`config.mk`:
```
export PLATFORM = sky130hd
export DESIGN_NAME = alu_share_ctrl_flat
export DESIGN_NICKNAME = d
export VERILOG_FILES = /design/src/rtl/alu_share_ctrl_pkg.sv /design/src/rtl/alu_share_ctrl_if.sv /design/src/rtl/alu_share_ctrl_rr_arb2.sv /design/src/rtl/alu_share_ctrl.sv /design/src/flat_wrapper.sv
export SDC_FILE = /design/constraint.sdc
export NUM_CORES = 1
export LEC_CHECK = 0
export CAP_MARGIN = 20
export CORE_ASPECT_RATIO = 1.25
export CORE_UTILIZATION = 42
export CTS_CLUSTER_DIAMETER = 150
export CTS_CLUSTER_SIZE = 25
export DETAILED_ROUTE_END_ITERATION = 10
export HOLD_SLACK_MARGIN = 0.02
export PLACE_DENSITY = 0.87
export SETUP_SLACK_MARGIN = 0.4
export SLEW_MARGIN = 20
export SYNTH_ARGS = -nofsm -noshare
export SYNTH_HDL_FRONTEND = slang
export SYNTH_SLANG_ARGS = --single-unit
```
`constraint.sdc`:
```
create_clock -name elk -period 5.5 [get_ports elk]
set_input_delay 1.1 -clock elk [delete_from_list [all_inputs] [get_ports elk]]
set_output_delay 1.1 -clock elk [all_outputs]
set_load 0.005 [all_outputs]
```
`src/rtl/alu_share_ctrl_pkg.sv`:
```
// Shared opcodes, FSM state encoding and opcode legality for alu_share_ctrl.
package alu_share_ctrl_pkg;

  localparam logic [2:0] OP_NOP = 3'b000;
  localparam logic [2:0] OP_AND = 3'b010;
  localparam logic [2:0] OP_OR  = 3'b011;
  localparam logic [2:0] OP_NOT = 3'b100;

  typedef enum logic [1:0] {
    ST_IDLE  = 2'd0,
    ST_ISSUE = 2'd1,
    ST_WAIT  = 2'd2
  } state_t;

  function automatic logic op_legal(input logic [2:0] op);
    return (op == OP_AND) || (op == OP_OR) || (op == OP_NOT);
  endfunction

endpackage

```
`src/rtl/alu_share_ctrl_if.sv`:
```
// Requester and ALU-side bundle for alu_share_ctrl; slave = controller, master = environment.
interface alu_share_ctrl_if;
  logic        req0, req1;
  logic [2:0]  sel0, sel1;
  logic [31:0] a0, b0, a1, b1;
  logic        ack0, ack1, done0, done1, err;
  logic [31:0] res_out;
  logic        z_out, c_out, v_out, busy;
  logic [2:0]  alu_sel;
  logic [31:0] alu_opA, alu_opB;
  logic [31:0] alu_res;
  logic        alu_z, alu_c, alu_v;
  logic        flag_err;

  modport slave (
    input  req0, req1, sel0, sel1, a0, b0, a1, b1, alu_res, alu_z, alu_c, alu_v,
    output ack0, ack1, done0, done1, err, res_out, z_out, c_out, v_out, busy,
           alu_sel, alu_opA, alu_opB, flag_err
  );

  modport master (
    output req0, req1, sel0, sel1, a0, b0, a1, b1, alu_res, alu_z, alu_c, alu_v,
    input  ack0, ack1, done0, done1, err, res_out, z_out, c_out, v_out, busy,
           alu_sel, alu_opA, alu_opB, flag_err
  );
endinterface

```
`src/rtl/alu_share_ctrl_rr_arb2.sv`:
```
// Two-way round-robin arbiter; pointer holds the index granted last.
module rr_arb2 (
  input  logic [1:0] req,
  input  logic       pointer,
  output logic [1:0] grant
);
  // On a tie the requester that was not granted last wins.
  assign grant[0] = req[0] & (~req[1] | pointer);
  assign grant[1] = req[1] & (~req[0] | ~pointer);
endmodule

```
`src/rtl/alu_share_ctrl.sv`:
```
// Shares one registered ALU between two requesters (IDLE -> ISSUE -> WAIT).
// Optional flag-consistency checker enabled by defining ALU_SHARE_FLAG_CHECK_EN.
module alu_share_ctrl
  import alu_share_ctrl_pkg::*;
(
  input  logic             elk,
  input  logic             rst,
  alu_share_ctrl_if.slave  bus
);

  state_t      state_q;
  logic        rr_q, tgt_q;
  logic        ack0_q, ack1_q, done0_q, done1_q, err_q, busy_q;
  logic [31:0] res_q;
  logic        z_q, c_q, v_q;
  logic [2:0]  alu_sel_q;
  logic [31:0] alu_opA_q, alu_opB_q;

  logic [1:0]  gnt_d;
  logic [2:0]  sel_d;
  logic [31:0] a_d, b_d;
  logic        legal_d;

  rr_arb2 u_arb (
    .req     ({bus.req1, bus.req0}),
    .pointer (rr_q),
    .grant   (gnt_d)
  );

  always_comb begin
    sel_d   = gnt_d[1] ? bus.sel1 : bus.sel0;
    a_d     = gnt_d[1] ? bus.a1   : bus.a0;
    b_d     = gnt_d[1] ? bus.b1   : bus.b0;
    legal_d = op_legal(sel_d);
  end

  always_ff @(posedge elk or posedge rst) begin
    if (rst) begin
      state_q   <= ST_IDLE;
      rr_q      <= 1'b1;
      tgt_q     <= 1'b0;
      ack0_q    <= 1'b0;
      ack1_q    <= 1'b0;
      done0_q   <= 1'b0;
      done1_q   <= 1'b0;
      err_q     <= 1'b0;
      busy_q    <= 1'b0;
      res_q     <= '0;
      z_q       <= 1'b0;
      c_q       <= 1'b0;
      v_q       <= 1'b0;
      alu_sel_q <= OP_NOP;
      alu_opA_q <= '0;
      alu_opB_q <= '0;
    end else begin
      ack0_q  <= 1'b0;
      ack1_q  <= 1'b0;
      done0_q <= 1'b0;
      done1_q <= 1'b0;
      err_q   <= 1'b0;
      case (state_q)
        ST_IDLE: begin
          if (|gnt_d) begin
            rr_q   <= gnt_d[1];
            tgt_q  <= gnt_d[1];
            ack0_q <= gnt_d[0];
            ack1_q <= gnt_d[1];
            if (legal_d) begin
              state_q   <= ST_ISSUE;
              busy_q    <= 1'b1;
              alu_sel_q <= sel_d;
              alu_opA_q <= a_d;
              alu_opB_q <= b_d;
            end else begin
              // Illegal opcode completes immediately; the ALU is never touched.
              done0_q <= gnt_d[0];
              done1_q <= gnt_d[1];
              err_q   <= 1'b1;
            end
          end
        end
        ST_ISSUE: begin
          state_q   <= ST_WAIT;
          alu_sel_q <= OP_NOP;
          alu_opA_q <= '0;
          alu_opB_q <= '0;
        end
        ST_WAIT: begin
          state_q <= ST_IDLE;
          busy_q  <= 1'b0;
          res_q   <= bus.alu_res;
          z_q     <= bus.alu_z;
          c_q     <= bus.alu_c;
          v_q     <= bus.alu_v;
          done0_q <= ~tgt_q;
          done1_q <= tgt_q;
        end
        default: begin
          state_q <= ST_IDLE;
          busy_q  <= 1'b0;
        end
      endcase
    end
  end

`ifdef ALU_SHARE_FLAG_CHECK_EN
  logic flag_err_q;
  logic flag_bad;

  // The shared ALU only runs logic ops, so carry/overflow must stay clear.
  assign flag_bad = (bus.alu_z != (bus.alu_res == 32'd0)) | bus.alu_c | bus.alu_v;

  always_ff @(posedge elk or posedge rst) begin
    if (rst) begin
      flag_err_q <= 1'b0;
    end else if (state_q == ST_WAIT && flag_bad) begin
      flag_err_q <= 1'b1;
    end
  end

  assign bus.flag_err = flag_err_q;
`else
  assign bus.flag_err = 1'b0;
`endif

  assign bus.ack0    = ack0_q;
  assign bus.ack1    = ack1_q;
  assign bus.done0   = done0_q;
  assign bus.done1   = done1_q;
  assign bus.err     = err_q;
  assign bus.busy    = busy_q;
  assign bus.res_out = res_q;
  assign bus.z_out   = z_q;
  assign bus.c_out   = c_q;
  assign bus.v_out   = v_q;
  assign bus.alu_sel = alu_sel_q;
  assign bus.alu_opA = alu_opA_q;
  assign bus.alu_opB = alu_opB_q;

endmodule

```
`src/flat_wrapper.sv`:
```
// flat-port wrapper written by rule: the top's interface ports become plain ports
module alu_share_ctrl_flat import alu_share_ctrl_pkg::*;
  (elk, rst, bus_req0, bus_req1, bus_sel0, bus_sel1, bus_a0, bus_b0, bus_a1, bus_b1, bus_alu_res, bus_alu_z, bus_alu_c, bus_alu_v, bus_ack0, bus_ack1, bus_done0, bus_done1, bus_err, bus_res_out, bus_z_out, bus_c_out, bus_v_out, bus_busy, bus_alu_sel, bus_alu_opA, bus_alu_opB, bus_flag_err);
  alu_share_ctrl_if bus_i ();
  input  logic elk;
  input  logic rst;
  input wire logic [$bits(bus_i.req0)-1:0] bus_req0;
  input wire logic [$bits(bus_i.req1)-1:0] bus_req1;
  input wire logic [$bits(bus_i.sel0)-1:0] bus_sel0;
  input wire logic [$bits(bus_i.sel1)-1:0] bus_sel1;
  input wire logic [$bits(bus_i.a0)-1:0] bus_a0;
  input wire logic [$bits(bus_i.b0)-1:0] bus_b0;
  input wire logic [$bits(bus_i.a1)-1:0] bus_a1;
  input wire logic [$bits(bus_i.b1)-1:0] bus_b1;
  input wire logic [$bits(bus_i.alu_res)-1:0] bus_alu_res;
  input wire logic [$bits(bus_i.alu_z)-1:0] bus_alu_z;
  input wire logic [$bits(bus_i.alu_c)-1:0] bus_alu_c;
  input wire logic [$bits(bus_i.alu_v)-1:0] bus_alu_v;
  output wire logic [$bits(bus_i.ack0)-1:0] bus_ack0;
  output wire logic [$bits(bus_i.ack1)-1:0] bus_ack1;
  output wire logic [$bits(bus_i.done0)-1:0] bus_done0;
  output wire logic [$bits(bus_i.done1)-1:0] bus_done1;
  output wire logic [$bits(bus_i.err)-1:0] bus_err;
  output wire logic [$bits(bus_i.res_out)-1:0] bus_res_out;
  output wire logic [$bits(bus_i.z_out)-1:0] bus_z_out;
  output wire logic [$bits(bus_i.c_out)-1:0] bus_c_out;
  output wire logic [$bits(bus_i.v_out)-1:0] bus_v_out;
  output wire logic [$bits(bus_i.busy)-1:0] bus_busy;
  output wire logic [$bits(bus_i.alu_sel)-1:0] bus_alu_sel;
  output wire logic [$bits(bus_i.alu_opA)-1:0] bus_alu_opA;
  output wire logic [$bits(bus_i.alu_opB)-1:0] bus_alu_opB;
  output wire logic [$bits(bus_i.flag_err)-1:0] bus_flag_err;
  assign bus_i.req0 = bus_req0;
  assign bus_i.req1 = bus_req1;
  assign bus_i.sel0 = bus_sel0;
  assign bus_i.sel1 = bus_sel1;
  assign bus_i.a0 = bus_a0;
  assign bus_i.b0 = bus_b0;
  assign bus_i.a1 = bus_a1;
  assign bus_i.b1 = bus_b1;
  assign bus_i.alu_res = bus_alu_res;
  assign bus_i.alu_z = bus_alu_z;
  assign bus_i.alu_c = bus_alu_c;
  assign bus_i.alu_v = bus_alu_v;
  assign bus_ack0 = bus_i.ack0;
  assign bus_ack1 = bus_i.ack1;
  assign bus_done0 = bus_i.done0;
  assign bus_done1 = bus_i.done1;
  assign bus_err = bus_i.err;
  assign bus_res_out = bus_i.res_out;
  assign bus_z_out = bus_i.z_out;
  assign bus_c_out = bus_i.c_out;
  assign bus_v_out = bus_i.v_out;
  assign bus_busy = bus_i.busy;
  assign bus_alu_sel = bus_i.alu_sel;
  assign bus_alu_opA = bus_i.alu_opA;
  assign bus_alu_opB = bus_i.alu_opB;
  assign bus_flag_err = bus_i.flag_err;
  alu_share_ctrl u_core (.elk(elk), .rst(rst), .bus(bus_i));
endmodule
```
==> impl_results.md, run 1 <==
- Outcome: finished, final reports clean
- Num ports: 282
- Area of the core: 11620 um^2
- Row cnt: 44
- GRT busiest layer: met2
- Starting Density: 0.4292
- Final period demand of the worst path: 3.151 ns
- Cells after synthesis: 346
- Worst slew margin: 0.3502
- Slew Viols, Final: 0
- # fillers: 802
- WP data arrival: 3.42 ns
- Worst-path clk slew: 0.07 ns
- Met2 Resource Use GR: 0.4219
- Proportion of layout cells with a drive suffix above 1: 0.1380
- Reg2Reg Setup Slack: 3.19 ns
- Worst Path Required: 5.76 ns
- CP Class: primary input to flop
- Reg2reg path depth: 5
- Root buffer cell: clkbuf_16
- Routed len/inst: 18.57 um
- Hold EP: u_core.bus.alu_opB[14]$_DFFE_PP0P_
- Pleak: 0.003363 uW
- Endpoints failing setup: 0
- CTS tree: built
- Die Y: 123.8 um
- Critical Path Start Type: primary input
- WHS Path Cells: 1
- Vias per Instance: 5.070
- Most frequent cells in the layout: clkdlybuf4s50_1, dfrtp_1, mux2i_1, o2bb2ai_1, mux2_2
- R2r startpoint: u_core.rr_q$_DFFE_PP1P_
- CP Buf/Inv Count: 2
- Seq/Total Area, Yosys: 0.5624
- Clock sinks: 112
- #FFs+latches synth: 112
- Met3 Track Usage GR: 0.07969
- Initial antenna violation count: 1
- Tot Pwr: 3637 uW
- GRT met1 Usage: 0.2499
- CTS Buf Count: 9
- Peak supply drop: 0.2706 mV
- Post-synth EDFFs: 0
- Setup TNS: 0 ns
- Max Fclk: 317.4 MHz
- Cell area power density: 442.3 nW/um^2
- CP max FO: 41
- Post-cts sizing count: 0
- Remaining DRCs: 0
- Netlist cell types: 33
- Post-Syn Area per Cell: 14.41 um^2
- Hold Path Origin: u_core.bus.alu_opB[14]$_DFFE_PP0P_
- Leading cell type in the layout, fill and taps excluded: clkdlybuf4s50_1
- Slowest stage delay, CP: 0.58 ns
- Asr flop ratio synth: 1.000
- Synth-to-layout area growth: 64.94%
- Main synth FF type: dfrtp_1
- RSZ-0062 raised after global routing: false
- DR pass1 iterations: 4
- Clock Path Buffers: 2
- # port buffers: 280
- Total gr overflow: 0
- Layout net count: 791
- Final WL: 14580 um
- Worst Tran Pin Value: 0.9724 ns
- Critical path cell sequence: clkdlybuf4s50_1 > nor2b_1 > a211oi_4 > o31ai_4 > buf_4 > o2bb2ai_1
- Pin count of the biggest net entering global routing: 68
- Yosys warns: 0
- Die area: 12310 um^2
- DR vias: 3980
- Drt initial violations: 182
- Final Skew: 0.006807 ns
- CTS H-Tree Depth: 3
- Critical Path Sink Type: flop
- Worst Hold Class: flop to flop
- Post-CTS Setup Repair Bufs: 0
- Worst skew pair latency: 0.34 ns
- RR Endpoint: u_core.bus.alu_opB[1]$_DFFE_PP0P_
- First-pass GRT wire length: 22040 um
- Post-DP HPWL: 11130 um
- Gpl congestion: 0.7427
- DRT antenna net count: 0
- Final worst-path cycle share: 0.5729
- Mapped cell area: 4986 um^2
- Die Span X: 99.46 um
- Cell family with most CP delay: buffers and inverters
- Syn_nets: 519
- # hold bufs at CTS: 0
- Total track usage: 0.2364
- Max_cap viols: 0
- CP max-delay cell: o31ai_4
- Final Hold Violating Endpoints: 0
- Vias in the first global route: 4352
==> report_power, final <==
part / internal (uW) / switching (uW) / total, uW
registers: 1180 / 223 / 1410
clock network: 368 / 301 / 668
logic: 1030 / 535 / 1560
==> state kept, by name (all words and copies together), names as in the netlist, 2 cells and up <==
| name | flops |
|---|---|
| u_core.bus.alu_sel | 3 |
| u_core.bus.res_out | 32 |
| u_core.bus.alu_opB | 32 |
| u_core.bus.alu_opA | 32 |
| u_core.state_q | 2 |
==> layer usage <==
| metal | wire length (um) | part of all wire |
|---|---|---|
| met3 | 1345 | 0.092 |
| met4 | 503 | 0.034 |
| met1 | 5247 | 0.36 |
| met5 | 0 | 0 |
| met2 | 7485 | 0.51 |
==> synth_stat cells, types with 3 or more instances <==
| cell | count | area share |
|---|---|---|
| mux2i_1 | 67 | 0.13 |
| o2bb2ai_1 | 48 | 0.084 |
| a21oi_1 | 4 | 0.0040 |
| buf_1 | 3 | 0.0023 |
| inv_1 | 6 | 0.0045 |
| buf_2 | 6 | 0.0060 |
| nand2b_1 | 3 | 0.0038 |
| nand2_1 | 3 | 0.0023 |
| clkbuf_1 | 9 | 0.0068 |
| mux2_2 | 35 | 0.079 |
| o2bb2ai_2 | 19 | 0.057 |
| nor2_1 | 4 | 0.0030 |
| buf_6 | 6 | 0.014 |
| dfrtp_1 | 111 | 0.56 |
==> metrics by stage <==
| step | util | hold WS, ns | instances | instance area (um^2) | setup WS (ns) |
|---|---|---|---|---|---|
| finish | 0.7080 | 0.4909 | 785 | 8224 | 2.349 |
| global route | 0.7080 | 0.4983 | 785 | 8224 | 2.247 |
| CTS | 0.7078 | 0.4942 | 784 | 8222 | 2.345 |
| detailed placement | 0.6813 | 0.4726 | 768 | 7914 | 1.971 |
| global placement | 0.6813 | 0.4701 | 768 | 7914 | 2.109 |
| floorplan | - | 0.4630 | 346 | 4986 | 1.443 |
==> final cells by class <==
| type | count | area [um^2] | area share |
|---|---|---|---|
| well taps | 161 | 201.4 | 0.02449 |
| repair buffers | 287 | 2855 | 0.3472 |
| clock buffers | 10 | 239.0 | 0.02906 |
| flip-flops and latches | 112 | 2804 | 0.3409 |
| clock inverters | 6 | 68.82 | 0.008368 |
| inverters | 6 | 25.02 | 0.003043 |
| diodes | 1 | 2.502 | 0.0003043 |
| multi-input cells | 202 | 2028 | 0.2466 |
==> how the worst max path moves through the flow <==
stage / startpoint / to / slack [ns] / cells after the start
CTS: bus_req0 / u_core.bus.alu_opA[23]$_DFFE_PP0P_ / 2.35 / 6
detailed placement: bus_req0 / u_core.bus.alu_opA[23]$_DFFE_PP0P_ / 1.97 / 6
finish: bus_req1 / u_core.bus.alu_opB[1]$_DFFE_PP0P_ / 2.35 / 6
global placement: bus_req1 / u_core.bus.alu_opB[11]$_DFFE_PP0P_ / 2.11 / 6
global route: bus_req0 / u_core.bus.alu_opA[25]$_DFFE_PP0P_ / 2.25 / 6
floorplan: rst / u_core.bus.ack0$_DFF_PP0_ / 1.44 / 1
==> cell families (layout without fill, tap and decap cells) <==
family	count (synthesis)	after routing	synth area share
other	1	2	0.0007521
AOI/OAI and AO/OA	81	81	0.1669
DFF	112	112	0.5624
and+or+nand+nor	18	18	0.02032
muxes	102	102	0.2136
buffers and inverters	32	309	0.03613
Power figures use the tool's default switching activity.
==> run 2: changes to the inputs <==
--- a/config.mk
+++ b/config.mk
@@ -7,12 +7,12 @@
 export LEC_CHECK = 0
 export CAP_MARGIN = 20
 export CORE_ASPECT_RATIO = 1.25
-export CORE_UTILIZATION = 42
+export CORE_UTILIZATION = 39
 export CTS_CLUSTER_DIAMETER = 150
 export CTS_CLUSTER_SIZE = 25
 export DETAILED_ROUTE_END_ITERATION = 10
 export HOLD_SLACK_MARGIN = 0.02
-export PLACE_DENSITY = 0.87
+export PLACE_DENSITY = 0.82
 export SETUP_SLACK_MARGIN = 0.4
 export SLEW_MARGIN = 20
 export SYNTH_ARGS = -nofsm -noshare
==> constraint.sdc (replaced) <==
create_clock -name elk -period 3.15 [get_ports elk]
set_input_delay 0.63 -clock elk [delete_from_list [all_inputs] [get_ports elk]]
set_output_delay 0.63 -clock elk [all_outputs]
set_load 0.005 [all_outputs]
==> run 2 against run 1 <==
  * Global-route usage fell by 2.5 points
  * Worst setup slack got worse by 1.7 ns
  * Clock skew fell by 0.0027 ns
  * Core utilization fell by 3.9 points
  * Clock power rose by 60%
  * Via count fell by 0.93%
  * First-iteration DRC count fell by 66%
  * Largest cell class unchanged
==> impl_results.md, run 2 (same netlist as run 1, synthesis figures left out) <==
- Outcome: finished, final reports clean
- DRT antenna net count: 0
- Vias per Instance: 4.997
- Slew Viols, Final: 0
- Post-DP HPWL: 10420 um
- DR pass1 iterations: 4
- Critical Path Sink Type: flop
- Synth-to-layout area growth: 65.37%
- Total track usage: 0.2109
- Max Fclk: 403.0 MHz
- Post-CTS Setup Repair Bufs: 0
- Max_cap viols: 0
- Final worst-path cycle share: 0.7878
- Initial antenna violation count: 0
- CP max-delay cell: clkdlybuf4s50_1
- CTS tree: built
- Die area: 13240 um^2
- Worst Hold Class: flop to flop
- CP max FO: 47
- Clock Path Buffers: 2
- Leading cell type in the layout, fill and taps excluded: clkdlybuf4s50_1
- DP Worst Slack: 0.02376 ns
- Slowest stage delay, CP: 0.50 ns
- Starting Density: 0.4044
- CP Class: primary input to flop
- Most frequent cells in the layout: clkdlybuf4s50_1, dfrtp_1, mux2i_1, o2bb2ai_1, mux2_2
- Final period demand of the worst path: 2.481 ns
- Setup TNS: 0 ns
- Row cnt: 45
- First-pass GRT wire length: 21160 um
- CTS H-Tree Depth: 3
- Clock sinks: 112
- Num ports: 282
- Critical path cell sequence: clkdlybuf4s50_1 > or3b_4 > a211oi_4 > o31ai_4 > buf_12 > o2bb2ai_1
- RSZ-0062 raised after global routing: false
- Endpoints failing setup: 0
- Diodes inserted: 0
- Root buffer cell: clkbuf_16
- Final Cell Area: 8245 um^2
- Final Skew: 0.004120 ns
- Die Span X: 103.1 um
- Final WL: 13900 um
- WP data arrival: 2.69 ns
- Post-DP Area: 7939 um^2
- Worst skew pair latency: 0.34 ns
- Pleak: 0.003361 uW
- # port buffers: 280
- Worst slew margin: 0.3723
- Post-cts sizing count: 0
- Routed len/inst: 17.62 um
- Total gr overflow: 0
- Remaining DRCs: 0
- Layout net count: 793
- Critical Path Start Type: primary input
- Final Hold Violating Endpoints: 0
- Worst Tran Pin Value: 0.9394 ns
- Die Y: 128.4 um
- DR vias: 3943
- Vias in the first global route: 4303
- Area of the core: 12330 um^2
- Worst-path clk slew: 0.07 ns
- # hold bufs at CTS: 0
- Gpl congestion: 0.7847
- Pin count of the biggest net entering global routing: 71
- Drt initial violations: 62
- Proportion of layout cells with a drive suffix above 1: 0.1408
- Setup WS post-layout: 0.6686 ns
- Peak supply drop: 0.4213 mV
- Cell area power density: 759.6 nW/um^2
- CTS Buf Count: 9
- Hold_ws: 0.4883 ns
- Worst Path Required: 3.35 ns
-- run 2: cell type report --
cell class / count / area (um^2)
clock inverter: 6 / 42.54
tap: 164 / 205.2
timing repair buffer: 288 / 2879
sequential: 112 / 2804
fill: 900 / 4085
multi-input combinational: 203 / 2049
inverter: 6 / 26.28
clock buffer: 10 / 239.0
-- run 2: worst max-delay path, delay by kind of cell --
kind                   cells  cell delay [ns]
AO/OA/AOI/OAI              3             0.87
buffers and inverters      2             0.74
AND/OR/NAND/NOR            1             0.41
-- run 2: worst paths after layout --
kind,from,end,slack (ns),cells after the start
setup / recovery,bus_sel0[2],u_core.bus.alu_opA[17]$_DFFE_PP0P_,0.67,6
hold / removal,u_core.bus.alu_opB[16]$_DFFE_PP0P_,u_core.bus.alu_opB[16]$_DFFE_PP0P_,0.49,1
setup reg to reg,u_core.rr_q$_DFFE_PP1P_,u_core.bus.alu_opA[17]$_DFFE_PP0P_,1.09,5
hold reg to reg,u_core.bus.alu_opB[16]$_DFFE_PP0P_,u_core.bus.alu_opB[16]$_DFFE_PP0P_,0.49,1
max in group asynchronous,rst,u_core.bus.alu_opA[21]$_DFFE_PP0P_,1.75,3
min in group asynchronous,rst,u_core.bus.res_out[3]$_DFFE_PP0P_,0.83,3
-- run 2: through the flow --
stage | total power [uW] | instances | util
floorplan | 3503 | 346 | -
global placement | 5144 | 772 | 0.6438
detailed placement | 5236 | 772 | 0.6438
CTS | 6349 | 789 | 0.6677
global route | 6623 | 789 | 0.6687
finish | 6263 | 789 | 0.6687
-- run 2: power by group --
group | total [uW] | switching, uW | internal, uW
clock | 1070 | 510 | 560
sequential | 2440 | 376 | 2070
combinational | 2750 | 940 | 1810
total | 6260 | 1830 | 4440
-- run 2: metal layers --
metal  part of all wire  GRT usage  vias to the layer above
met2               0.52     0.3827                      180
met5                  0          0                        -
met4              0.020    0.07042                        0
met3              0.093    0.07279                       21
met1               0.37     0.2254                     1899
li1                   -          -                     1843
==> edit, RTL diff (flow settings as in run 1) <==
The option `ALU_SHARE_FLAG_CHECK_EN` is turned on by a define.
--- a/src/rtl/alu_share_ctrl.sv
+++ b/src/rtl/alu_share_ctrl.sv
@@ -1,4 +1,6 @@
 // Shares one registered ALU between two requesters (IDLE -> ISSUE -> WAIT).
 // Optional flag-consistency checker enabled by defining ALU_SHARE_FLAG_CHECK_EN.
+`define ALU_SHARE_FLAG_CHECK_EN
+
 module alu_share_ctrl
   import alu_share_ctrl_pkg::*;
Function: changed (Yosys sat finds a counterexample within 4 cycles, from zero or initial values and one cycle with rst high).
==> edit against run 1 <==
Sequential cell count up 1; via count is 5.2% higher; cell area up 2.4%; final cell count decreased by 0.13%; total power up 10%; setup slack gained 0.030 ns; routed wire length increased by 2.1%; area after synthesis down 1.1%; critical path type unchanged; critical endpoint is now u_core.bus.alu_opB[22]$_DFFE_PP0P_; largest power group unchanged.
==> edit: results (changes against run 1) <==
[outcome]
outcome = finished clean

[min_path]
hp-start = u_core.bus.alu_opA[10]$_DFFE_PP0P_
hold_class = reg2reg

[logic_synthesis]
syn_nets = 531  ; +2.3%
synth_area_leaders = dfrtp_1 (57%), mux2i_1 (14%), o2bb2ai_1 (12%), mux2_2 (8.0%), buf_2 (1.2%)
yosysWarnings = 0  ; unchanged
ys_seq_area_frac = 0.573  ; +0.0111
ys_types = 37  ; +12%
synth_commonest_cells = dfrtp_1 (112), mux2i_1 (67), o2bb2ai_1 (67)
mappedNetlistArea_um2 = 4930  ; -1.1%
async_flop_share = 1.00  ; unchanged

[pwr]
vdd_drop_max_uv = 237  ; -12%
powerDensity_nw_per_um2 = 477  ; +7.8%
internal_power_mw = 2.91  ; +13%
leakage_nw = 3.65  ; +8.4%

[global_routing]
use_met3 = 0.0678  ; -0.0119
gr-usage-met2 = 0.455  ; +0.0327
antenna_found_initial = 0  ; -1
track_usage = 0.251  ; +0.0142
grtUsageMet1 = 0.262  ; +0.0125
grt_pass1_wl_mm = 22.8  ; +3.3%
grt_pass1_vias = 4504  ; +3.5%
grt_max_degree = 75  ; +10%

[placed_design]
gp_congestion = 0.809  ; +8.9%
numPortBuffers = 281  ; +0.36%
hpwl_mm = 11.2  ; +0.89%

[worst_setup_path]
endpoint = u_core.bus.alu_opB[22]$_DFFE_PP0P_
slowest_stage = o31ai_4
r2r_start = u_core.rr_q$_DFFE_PP1P_
cp_data_arrival_time_ns = 3.44  ; +0.02 ns
critPathMaxFanout = 48  ; +17%
r2r_slack_ns = 3.15  ; -0.04 ns
max_stage_delay_ns = 0.70  ; +0.12 ns
crit_start = bus_req1
reg2regPathDepth = 5  ; unchanged
cp_top_family = buffers and inverters

[timing]
fin_skew_ns = 0.00768  ; +0.000869 ns
worst_pin_slew_ns = 1.13  ; +0.153 ns
finalHoldViolations = 0  ; unchanged

[cts]
cts.clk_slew.worst_paths_ns = 0.05  ; -0.02 ns
cts_setup_buffers = 0  ; unchanged
htreeDepth = 4  ; +1
cts_buffers = 17  ; +8
cts_root_buf = clkbuf_16
clock_latency_ns = 0.40  ; +0.06 ns
cts_resized = 0  ; unchanged
cts_buffer_depth = 2  ; unchanged

[route]
drtIter0Drc = 137  ; -25%
routed_wl_mm = 14.9  ; +2.1%
first_pass_iters = 4  ; unchanged
avgViaCountPerCell = 5.34  ; +5.4%

[cells_and_area]
layout-drive-gt1-share = 0.119  ; -0.0194
fill_cells = 768  ; -4.2%
nNetsFinal = 811  ; +2.5%
diodes = 0  ; -1

[edit: area by class of cell]
cell class | instances | area share
clock buffers | 24 | 0.0584
well taps | 135 | 0.0201
flip-flops and latches | 113 | 0.336
multi-input cells | 214 | 0.235
clock inverters | 6 | 0.00951
repair buffers | 286 | 0.338
inverters | 6 | 0.00297
[edit: kinds of logic after synthesis]
logic type / Yosys count / share of synthesized area
AO/OA/AOI/OAI: 83 / 0.145
buffers and inverters: 31 / 0.0304
flip-flops: 113 / 0.573
multiplexers: 102 / 0.216
AND/OR/NAND/NOR: 29 / 0.0350
[edit: power groups by stage]
stage	clock, mW	sequential, mW	combinational (mW)
5_1_grt	1.11	1.45	1.65
3_5_place_dp	0	1.41	1.57
2_1_floorplan	0	1.42	0.537
4_1_cts	1.07	1.41	1.57
6_report	1.06	1.41	1.55
3_3_place_gp	0	1.40	1.52
[edit: worst min path at each step]
stage / to / slack, ns / cells after the start
6_report: u_core.bus.alu_opA[10]$_DFFE_PP0P_ / 0.48 / 1
5_1_grt: u_core.bus.alu_opA[1]$_DFFE_PP0P_ / 0.49 / 1
4_1_cts: u_core.bus.alu_opB[31]$_DFFE_PP0P_ / 0.49 / 1
3_5_place_dp: u_core.bus.alu_sel[2]$_DFFE_PP0P_ / 0.47 / 1
3_3_place_gp: u_core.bus.alu_opB[8]$_DFFE_PP0P_ / 0.47 / 1
2_1_floorplan: u_core.bus.done0$_DFF_PP0_ / 0.46 / 1
[edit: per-stage QoR]
stage | power (mW) | utilization | setup WS, ns | cells | cell area [um2]
CTS | 4.05 | 0.749 | 2.42 | 784 | 8420
finish | 4.02 | 0.749 | 2.38 | 784 | 8420
detailed placement | 2.97 | 0.698 | 1.99 | 754 | 7850
floorplan | 1.96 | - | 1.41 | 358 | 4930
global route | 4.21 | 0.749 | 2.20 | 784 | 8420
global placement | 2.92 | 0.698 | 2.11 | 754 | 7850
[edit: routing by layer]
| layer | wire length, um | part of all wire |
|---|---|---|
| met4 | 635 | 0.043 |
| met5 | 0 | 0 |
| met2 | 7900 | 0.53 |
| met3 | 1020 | 0.069 |
| met1 | 5340 | 0.36 |
